File: config.mk
export PLATFORM = sky130hd
export DESIGN_NAME = apple_placer
export DESIGN_NICKNAME = d
export VERILOG_FILES = /design/src/rtl/apple_placer.sv
export SDC_FILE = /design/constraint.sdc
export NUM_CORES = 1
export LEC_CHECK = 0
export BUFFER_PORTS_ARGS = -buffer_cell sky130_fd_sc_hd__buf_2
export CAP_MARGIN = 10
export CORE_AREA = 4 4 179 112
export CTS_BUF_LIST = sky130_fd_sc_hd__clkbuf_8
export DETAILED_ROUTE_END_ITERATION = 7
export DIE_AREA = 0 0 183 116
export GPL_ROUTABILITY_DRIVEN = 0
export GPL_TIMING_DRIVEN = 0
export RECOVER_POWER = 25
export SLEW_MARGIN = 30
export SYNTH_ARGS = -nofsm -noshare
export SYNTH_HDL_FRONTEND = slang
export SYNTH_SLANG_ARGS = --single-unit
File: constraint.sdc
create_clock -name VGA_clk -period 4.67 [get_ports VGA_clk]
set_input_delay 0.2335 -clock VGA_clk [delete_from_list [all_inputs] [get_ports VGA_clk]]
set_output_delay 0.2335 -clock VGA_clk [all_outputs]
set_load 0.01 [all_outputs]
File: src/rtl/apple_placer.sv
// -----------------------------------------------------------------------------
// apple_placer
//
// Holds the snake game's apple position. On a gameplay frame tick where the
// snake head overlaps the apple, it scores the eat, samples new coordinates from
// the free-running random generator, and rejects candidates that land on the
// head. After MAX_RETRY rejections the next candidate is taken as-is so that
// placement always finishes in bounded time.
//
// Optional feature macro: APPLE_TIMEOUT_EN
//   When defined, an apple left uneaten for TIMEOUT_FRAMES gameplay frames is
//   relocated without scoring.
//
// Ports:
//   VGA_clk      in   system clock, the only clock
//   reset        in   asynchronous active-high reset
//   frame_tick   in   one-cycle pulse per gameplay update
//   game_active  in   eat detection enabled only while high
//   rand_Pos     in   random X candidate (20..620)
//   rand_Y       in   random Y candidate (20..460)
//   head_x/y     in   snake head top-left corner
//   apple_x/y    out  current apple top-left corner
//   apple_valid  out  apple position stable and drawable
//   eaten        out  one-cycle pulse per eat
//   score        out  apples eaten, saturating
// -----------------------------------------------------------------------------
module apple_placer #(
  parameter int APPLE_SIZE     = 10,
  parameter int MAX_RETRY      = 4,
  parameter int SCORE_W        = 8,
  parameter int RESET_X        = 320,
  parameter int RESET_Y        = 240,
  parameter int TIMEOUT_FRAMES = 600
) (
  input  logic               VGA_clk,
  input  logic               reset,
  input  logic               frame_tick,
  input  logic               game_active,
  input  logic [9:0]         rand_Pos,
  input  logic [8:0]         rand_Y,
  input  logic [9:0]         head_x,
  input  logic [8:0]         head_y,
  output logic [9:0]         apple_x,
  output logic [8:0]         apple_y,
  output logic               apple_valid,
  output logic               eaten,
  output logic [SCORE_W-1:0] score
);

  typedef enum logic [1:0] {
    HOLD   = 2'd0,
    SAMPLE = 2'd1,
    CHECK  = 2'd2
  } state_t;

  localparam int RETRY_W = (MAX_RETRY < 1) ? 1 : $clog2(MAX_RETRY + 1);

  // Elaboration-time sanity check on the relocation period.
  if (TIMEOUT_FRAMES < 1) begin : g_bad_timeout
    $error("apple_placer: TIMEOUT_FRAMES must be at least 1");
  end

  // Square-vs-square overlap of the head and a box at (ax, ay). Sums are
  // widened by one bit so a box near the right/bottom edge cannot wrap.
  function automatic logic overlap(input logic [9:0] hx, input logic [8:0] hy,
                                   input logic [9:0] ax, input logic [8:0] ay);
    logic [10:0] hx_e, ax_e;
    logic [9:0]  hy_e, ay_e;
    hx_e = {1'b0, hx};
    ax_e = {1'b0, ax};
    hy_e = {1'b0, hy};
    ay_e = {1'b0, ay};
    return (hx_e + 11'(APPLE_SIZE) > ax_e) && (hx_e < ax_e + 11'(APPLE_SIZE)) &&
           (hy_e + 10'(APPLE_SIZE) > ay_e) && (hy_e < ay_e + 10'(APPLE_SIZE));
  endfunction

  state_t             state_q, state_d;
  logic [RETRY_W-1:0] retry_q;
  logic [9:0]         cand_x;
  logic [8:0]         cand_y;

  logic eat_hit;
  logic cand_hit;
  logic retry_full;
  logic start_eat;
  logic start_relocate;
  logic accept;
  logic reject;

  assign eat_hit    = frame_tick && game_active && overlap(head_x, head_y, apple_x, apple_y);
  assign cand_hit   = overlap(head_x, head_y, cand_x, cand_y);
  assign retry_full = (retry_q >= RETRY_W'(MAX_RETRY));

`ifdef APPLE_TIMEOUT_EN
  localparam int FRAME_W = (TIMEOUT_FRAMES < 2) ? 1 : $clog2(TIMEOUT_FRAMES);

  logic [FRAME_W-1:0] frame_cnt;
  logic               timeout_hit;

  assign timeout_hit = frame_tick && game_active &&
                       (frame_cnt == FRAME_W'(TIMEOUT_FRAMES - 1));

  // Counts idle gameplay frames in HOLD; restarts whenever a placement begins
  // or ends, so each newly placed apple gets the full period.
  always_ff @(posedge VGA_clk or posedge reset) begin
    if (reset) begin
      frame_cnt <= '0;
    end else if (accept || start_eat || start_relocate) begin
      frame_cnt <= '0;
    end else if (state_q == HOLD && frame_tick && game_active) begin
      frame_cnt <= frame_cnt + FRAME_W'(1);
    end
  end
`else
  logic timeout_hit;
  assign timeout_hit = 1'b0;
`endif

  // State register.
  always_ff @(posedge VGA_clk or posedge reset) begin
    if (reset) begin
      state_q <= HOLD;
    end else begin
      // NOTE: every clocked register uses <= so all flops update from the
      // same pre-edge values; a blocking = here would create ordering races.
      state_q <= state_d;
    end
  end

  // Next-state and placement control strobes.
  always_comb begin
    // NOTE: defaults first so every path assigns every signal; a missing
    // assignment in some branch would infer a latch.
    state_d        = state_q;
    start_eat      = 1'b0;
    start_relocate = 1'b0;
    accept         = 1'b0;
    reject         = 1'b0;
    unique case (state_q)
      HOLD: begin
        // An eat takes priority over a simultaneous timeout.
        if (eat_hit) begin
          start_eat = 1'b1;
          state_d   = SAMPLE;
        end else if (timeout_hit) begin
          start_relocate = 1'b1;
          state_d        = SAMPLE;
        end
      end
      SAMPLE: state_d = CHECK;
      CHECK: begin
        if (cand_hit && !retry_full) begin
          reject  = 1'b1;
          state_d = SAMPLE;
        end else begin
          accept  = 1'b1;
          state_d = HOLD;
        end
      end
      default: state_d = HOLD;
    endcase
  end

  // Apple position, score and handshake outputs.
  always_ff @(posedge VGA_clk or posedge reset) begin
    if (reset) begin
      apple_x     <= 10'(RESET_X);
      apple_y     <= 9'(RESET_Y);
      apple_valid <= 1'b1;
      eaten       <= 1'b0;
      score       <= '0;
      retry_q     <= '0;
      cand_x      <= '0;
      cand_y      <= '0;
    end else begin
      eaten <= start_eat;

      if (start_eat || start_relocate) begin
        apple_valid <= 1'b0;
        retry_q     <= '0;
      end

      if (start_eat && score != {SCORE_W{1'b1}}) begin
        score <= score + SCORE_W'(1);
      end

      if (state_q == SAMPLE) begin
        cand_x <= rand_Pos;
        cand_y <= rand_Y;
      end

      if (reject) begin
        retry_q <= retry_q + RETRY_W'(1);
      end

      // The published position moves only here, so it is constant whenever
      // apple_valid is high.
      if (accept) begin
        apple_x     <= cand_x;
        apple_y     <= cand_y;
        apple_valid <= 1'b1;
      end
    end
  end

endmodule

# Word level (Yosys, flattened, before mapping)
# Index checks and enable logic that the tools add are counted.
word_totals:
  reg_bits: 53
  in_bits: 42
  out_inout_bits: 29
  word_cells: 57
classes:
  n_addsub: 8
  magnitude_cmp: 9
  eq_ne: 4
  muxes: 13
  reduce_logical: 14
op_table:
  columns: ["operator", "n"]
  rows:
  - ["$add A10 B4 Y11 const B", 3]
  - ["$add A9 B4 Y10 const B", 3]
  - ["$gt A11 B10 Y1", 2]
  - ["$lt A10 B11 Y1", 2]
  - ["$gt A10 B9 Y1", 2]
  - ["$lt A9 B10 Y1", 2]
  - ["$logic_and A1 B1 Y1", 10]
  - ["$mux W1", 9]
  - ["$add A8 B1 Y8 const B", 1]
  - ["$ne A8 B8 Y1 const B", 1]
  - ["$mux W3", 2]
  - ["$pmux W2 S3", 1]
  - ["$reduce_bool A2 Y1", 2]
  - ["$add A3 B1 Y3 const B", 1]
  - ["$ge A3 B3 Y1 const B", 1]
  - ["$eq A2 B1 Y1 const B", 1]
  - ["$eq A2 B2 Y1 const B", 1]
  - ["$logic_not A2 Y1", 1]
  - ["$mux W2", 1]
  - ["$ne A2 B2 Y1 const B", 1]
  - ["$logic_not A1 Y1", 1]

# Longest topological paths before layout
depth:
  depth_word: 10
  depth_mapped: 13
  depth_no_buf: 12

# Worst setup path after synthesis
# OpenSTA, ideal clock, no wires.
synth_path:
  path_kind: "register to register"
  startpoint: "register apple_y[4]"
  endpoint: "register score[6]"
  t_arrival_ns: 2.899
  t_required_ns: 4.545
  path_slack_ns: 1.646
  stages_incl_launch_ff: 14
  path_buffers: 1
  synth_period_minus_slack_ns: 3.024
  path_cell_list: "dfstp_2 inv_1 nor3_1 nand3_1 xnor2_1 ha_1 a21o_1 nand2b_1 o221a_2 a41oi_2 and4_4 buf_8 nand3_4 mux2_4"
synth_via:
  elab_chain_len: 7
  word_cells_on_any_way: 9
synth_rtl:
  columns: ["item", "line_no", "source"]
  rows:
  - ["from (decl)", "44", "output logic [8:0] apple_y,"]
  - ["from (signal assigned)", "168", "apple_y <= 9'(RESET_Y);"]
  - ["from (signal assigned)", "200", "apple_y <= cand_y;"]
  - ["$add A9 B4 Y10 or $gt A10 B9 Y1 (tied branches)", "74", "(hy_e + 10'(APPLE_SIZE) > ay_e) && (hy_e < ay_e + 10'(APPLE_SIZE));"]
  - ["$lt A9 B10 Y1 or $logic_and A1 B1 Y1 (tied branches)", "74, 73", null]
  - ["$logic_and A1 B1 Y1 *", "74", null]
  - ["$logic_and A1 B1 Y1 *", "90", "assign eat_hit = frame_tick && game_active && overlap(head_x, head_y, apple_x, apple_y);"]
  - ["$mux W1 *", "142", "if (eat_hit) begin"]
  - ["$mux W1 *", "139", "unique case (state_q)"]
  - ["named net start_eat", "85", "logic start_eat;"]
  - ["$logic_and A1 B1 Y1 *", "183", "if (start_eat && score != {SCORE_W{1'b1}}) begin"]
  - ["to (signal assigned)", "184", "score <= score + SCORE_W'(1);"]
  - ["to (decl)", "47", "output logic [SCORE_W-1:0] score"]
# Mark *: on every way through the listed nets, which the timed path passes. The rest lies on a longest branch.
# A chain may end at the register's enable or synchronous reset.

# Worst setup path in the final report
layout_path:
  startpoint: "register apple_y[4]"
  endpoint: "register score[1]"
# The elaborated chain is that of the path after synthesis.

==> metrics.csv <==
metric;value;unit
width of the die;183;um
setup bufs post-CTS;0;
Core ar.;0.0185;sq mm
Clk Latency, worst-skew pair;310;ps
CTS Sinks;53;
fraction of registers with async set/reset;100;%
crit path capture type;flop;
Initial Util;24.4;%
number of global-route vias before repair;3590;
Slew @ Worst Pin;2170;ps
DIE AREA;0.0212;sq mm
GR Overflow Total;0;
met1 usage;20.0;%
Post-route DRC;0;
fmax;305;MHz
setup TNS;0;ps
Overall Global Routing Usage;12.1;%
first drt pass iteration count;4;
RSZ-0062 raised after global routing;no;
Area Overhead vs Synth;17.5;%
max-capacitance violation count;1;
critical path startpoint;apple_y[4]$_DFFE_PP1P_;
WP data required;4870;ps
Tcrit/Tclk final;70.3;%
antenna violations before repair;1;
H-tree Lvls;2;
vias after detailed routing;3605;
Slew Viols, Final;38;
Post-DP HPWL;10700;um
clock slew at reported path FFs;100;ps
Netlist Area Pre-Place;0.00453;sq mm
Post-Route WL;12400;um
busiest layer in global routing;met1;
Avg Cell Area, Syn;9.83;sq um
largest net degree at the start of global routing;38;
CP startpoint kind;flop;
most frequent cell after synthesis;ha_1;
synth warn;0;
RR Startpoint;apple_y[4]$_DFFE_PP1P_;
layout cell share with drive strength beyond 1;21.8;%
Design Area, Final;0.00532;sq mm
Post-Synthesis Cells;461;
Worst EP arrival;3490;ps
Clock Skew;10.8;ps
area leader, netlist;dfrtp_1;
I/O Buffers;70;
Crit Path Max Fanout;10;
Pwr Total;1.05;mW
Post-synth top cells;ha_1 (80), inv_1 (52), dfrtp_1 (46);
number of synthesized flops with an enable pin;0;
# rows;39;
initial detailed-routing violation count;204;
post-DR vias/cell;4.57;
# IOs;71;
synth top area cells;dfrtp_1 (25%), ha_1 (22%), xnor2_1 (6.8%), mux2_2 (4.7%), inv_1 (4.3%);
top_reg_cell synth;dfrtp_1;
Power Dens Cells;196;mW/mm^2
post-cts gate resize count;0;
kind of critical path;flop to flop;
slew margin rel.;-44.4;%
Synth top area share;25.4;%
# hold bufs at CTS;1;
worst hold slack;147;ps
nets;662;
failing checks;capacitance limit, slew limit;
hold crit path type;input port to flop;
final hold vios;0;
antenna viol nets, final;0;
Post-Syn Nets;583;
number of synthesized register bits;53;
first-pass GRT wire length;20100;um
maximum clock insertion buffer count;2;
post-synthesis sequential area ratio;29.5;%
post-layout worst setup margin;1390;ps
GR Layer Usage met2;15.6;%
CTS tree;yes;
library cells used by synthesis;56;
Clock Tree Root;clkbuf_8;
status;finished, violations left;
Pleak;2.53;nW
drt wl/cell;15.7;um
dpl ws;1370;ps
Num CTS Buffers;5;
Tmin final;3280;ps
hold path start;rand_Pos[0];
GRT met3 Usage;3.26;%
Final Setup Violations;0;
Die Y;116;um
placed inst area;0.00521;sq mm
Max IR drop VDD;0.0897;mV
==> area by class of cell <==
cell class | instances | area (sq um)
Clock buffer | 6 | 82.6
Tap cell | 246 | 308
Buffer | 5 | 41.3
Timing Repair Buffer | 72 | 364
Multi-Input combinational cell | 351 | 2960
Sequential cell | 53 | 1340
Antenna cell | 1 | 2.50
Inverter | 52 | 196
Clock inverter | 2 | 33.8
Fill cell | 1968 | 13200
==> critical path: stages (launching register included) <==
cell and delay (ps):
dfstp_2 570, inv_1 100, nor3_1 330, nand3_1 140, xnor2_1 140, ha_1 290
a21o_1 190, nand2b_1 130, o221a_2 320, a41oi_2 160, and4_4 270, buf_8 150
nand2_2 80, mux2_4 290
==> power breakdown <==
| part | internal (mW) | total (mW) | switching, mW |
|---|---|---|---|
| clock network | 0.173 | 0.340 | 0.167 |
| registers | 0.468 | 0.478 | 0.0101 |
| logic | 0.0982 | 0.228 | 0.130 |
| total | 0.739 | 1.05 | 0.306 |
==> flip-flops by register name, indices dropped and copies added, names as in the netlist <==
| signal | count |
|---|---|
| apple_x | 10 |
| cand_x | 10 |
| apple_y | 9 |
| cand_y | 9 |
| score | 8 |
| retry_q | 3 |
| state_q | 2 |
| apple_valid | 1 |
| eaten | 1 |
==> cell usage in the layout (no fill, tap or decap), types with 15 or more instances in the layout <==
| cell type | count |
|---|---|
| xnor2_1 | 35 |
| inv_1 | 52 |
| ha_1 | 80 |
| a21oi_1 | 22 |
| mux2_2 | 19 |
| dfrtp_1 | 46 |
| buf_2 | 70 |
| nand3_1 | 15 |
| nor2_1 | 25 |
| mux2i_1 | 18 |
| o21ai_0 | 18 |
==> per-stage QoR <==
step | instances | util (%)
finish | 788 | 28.7
global route | 787 | 28.7
detailed placement | 778 | 28.1
global placement | 777 | 28.0
floorplan | 461 | -
CTS | 787 | 28.8
==> routing by layer <==
metal | share of wire (%) | vias to the layer above
li1 | - | 1828
met1 | 56 | 1672
met2 | 35 | 96
met3 | 9.0 | 7
met4 | 0.37 | 2
met5 | 0.10 | -
==> logic make-up after synthesis <==
family / count (synthesis) / synth area share [%]
xor gates and xnor gates: 44 / 8.50
and+or+nand+nor: 104 / 12.6
muxes: 42 / 10.1
buffers and inverters: 57 / 5.22
AOI/OAI and AO/OA: 81 / 12.0
DFF: 53 / 29.5
adders and majority gates: 80 / 22.1
==> final timing paths <==
path	to	slack, ps	cells after the start
worst max-delay path	score[1]$_DFFE_PP0P_	1390	13
worst min-delay path	cand_x[0]$_DFFE_PP0N_	150	2
worst max register to register	score[1]$_DFFE_PP0P_	1390	13
worst min register to register	apple_valid$_DFFE_PP1P_	480	2
max in group asynchronous	cand_y[0]$_DFFE_PP0N_	1660	4
min in group asynchronous	score[5]$_DFFE_PP0P_	560	3
(Power assumes the default switching activity.)
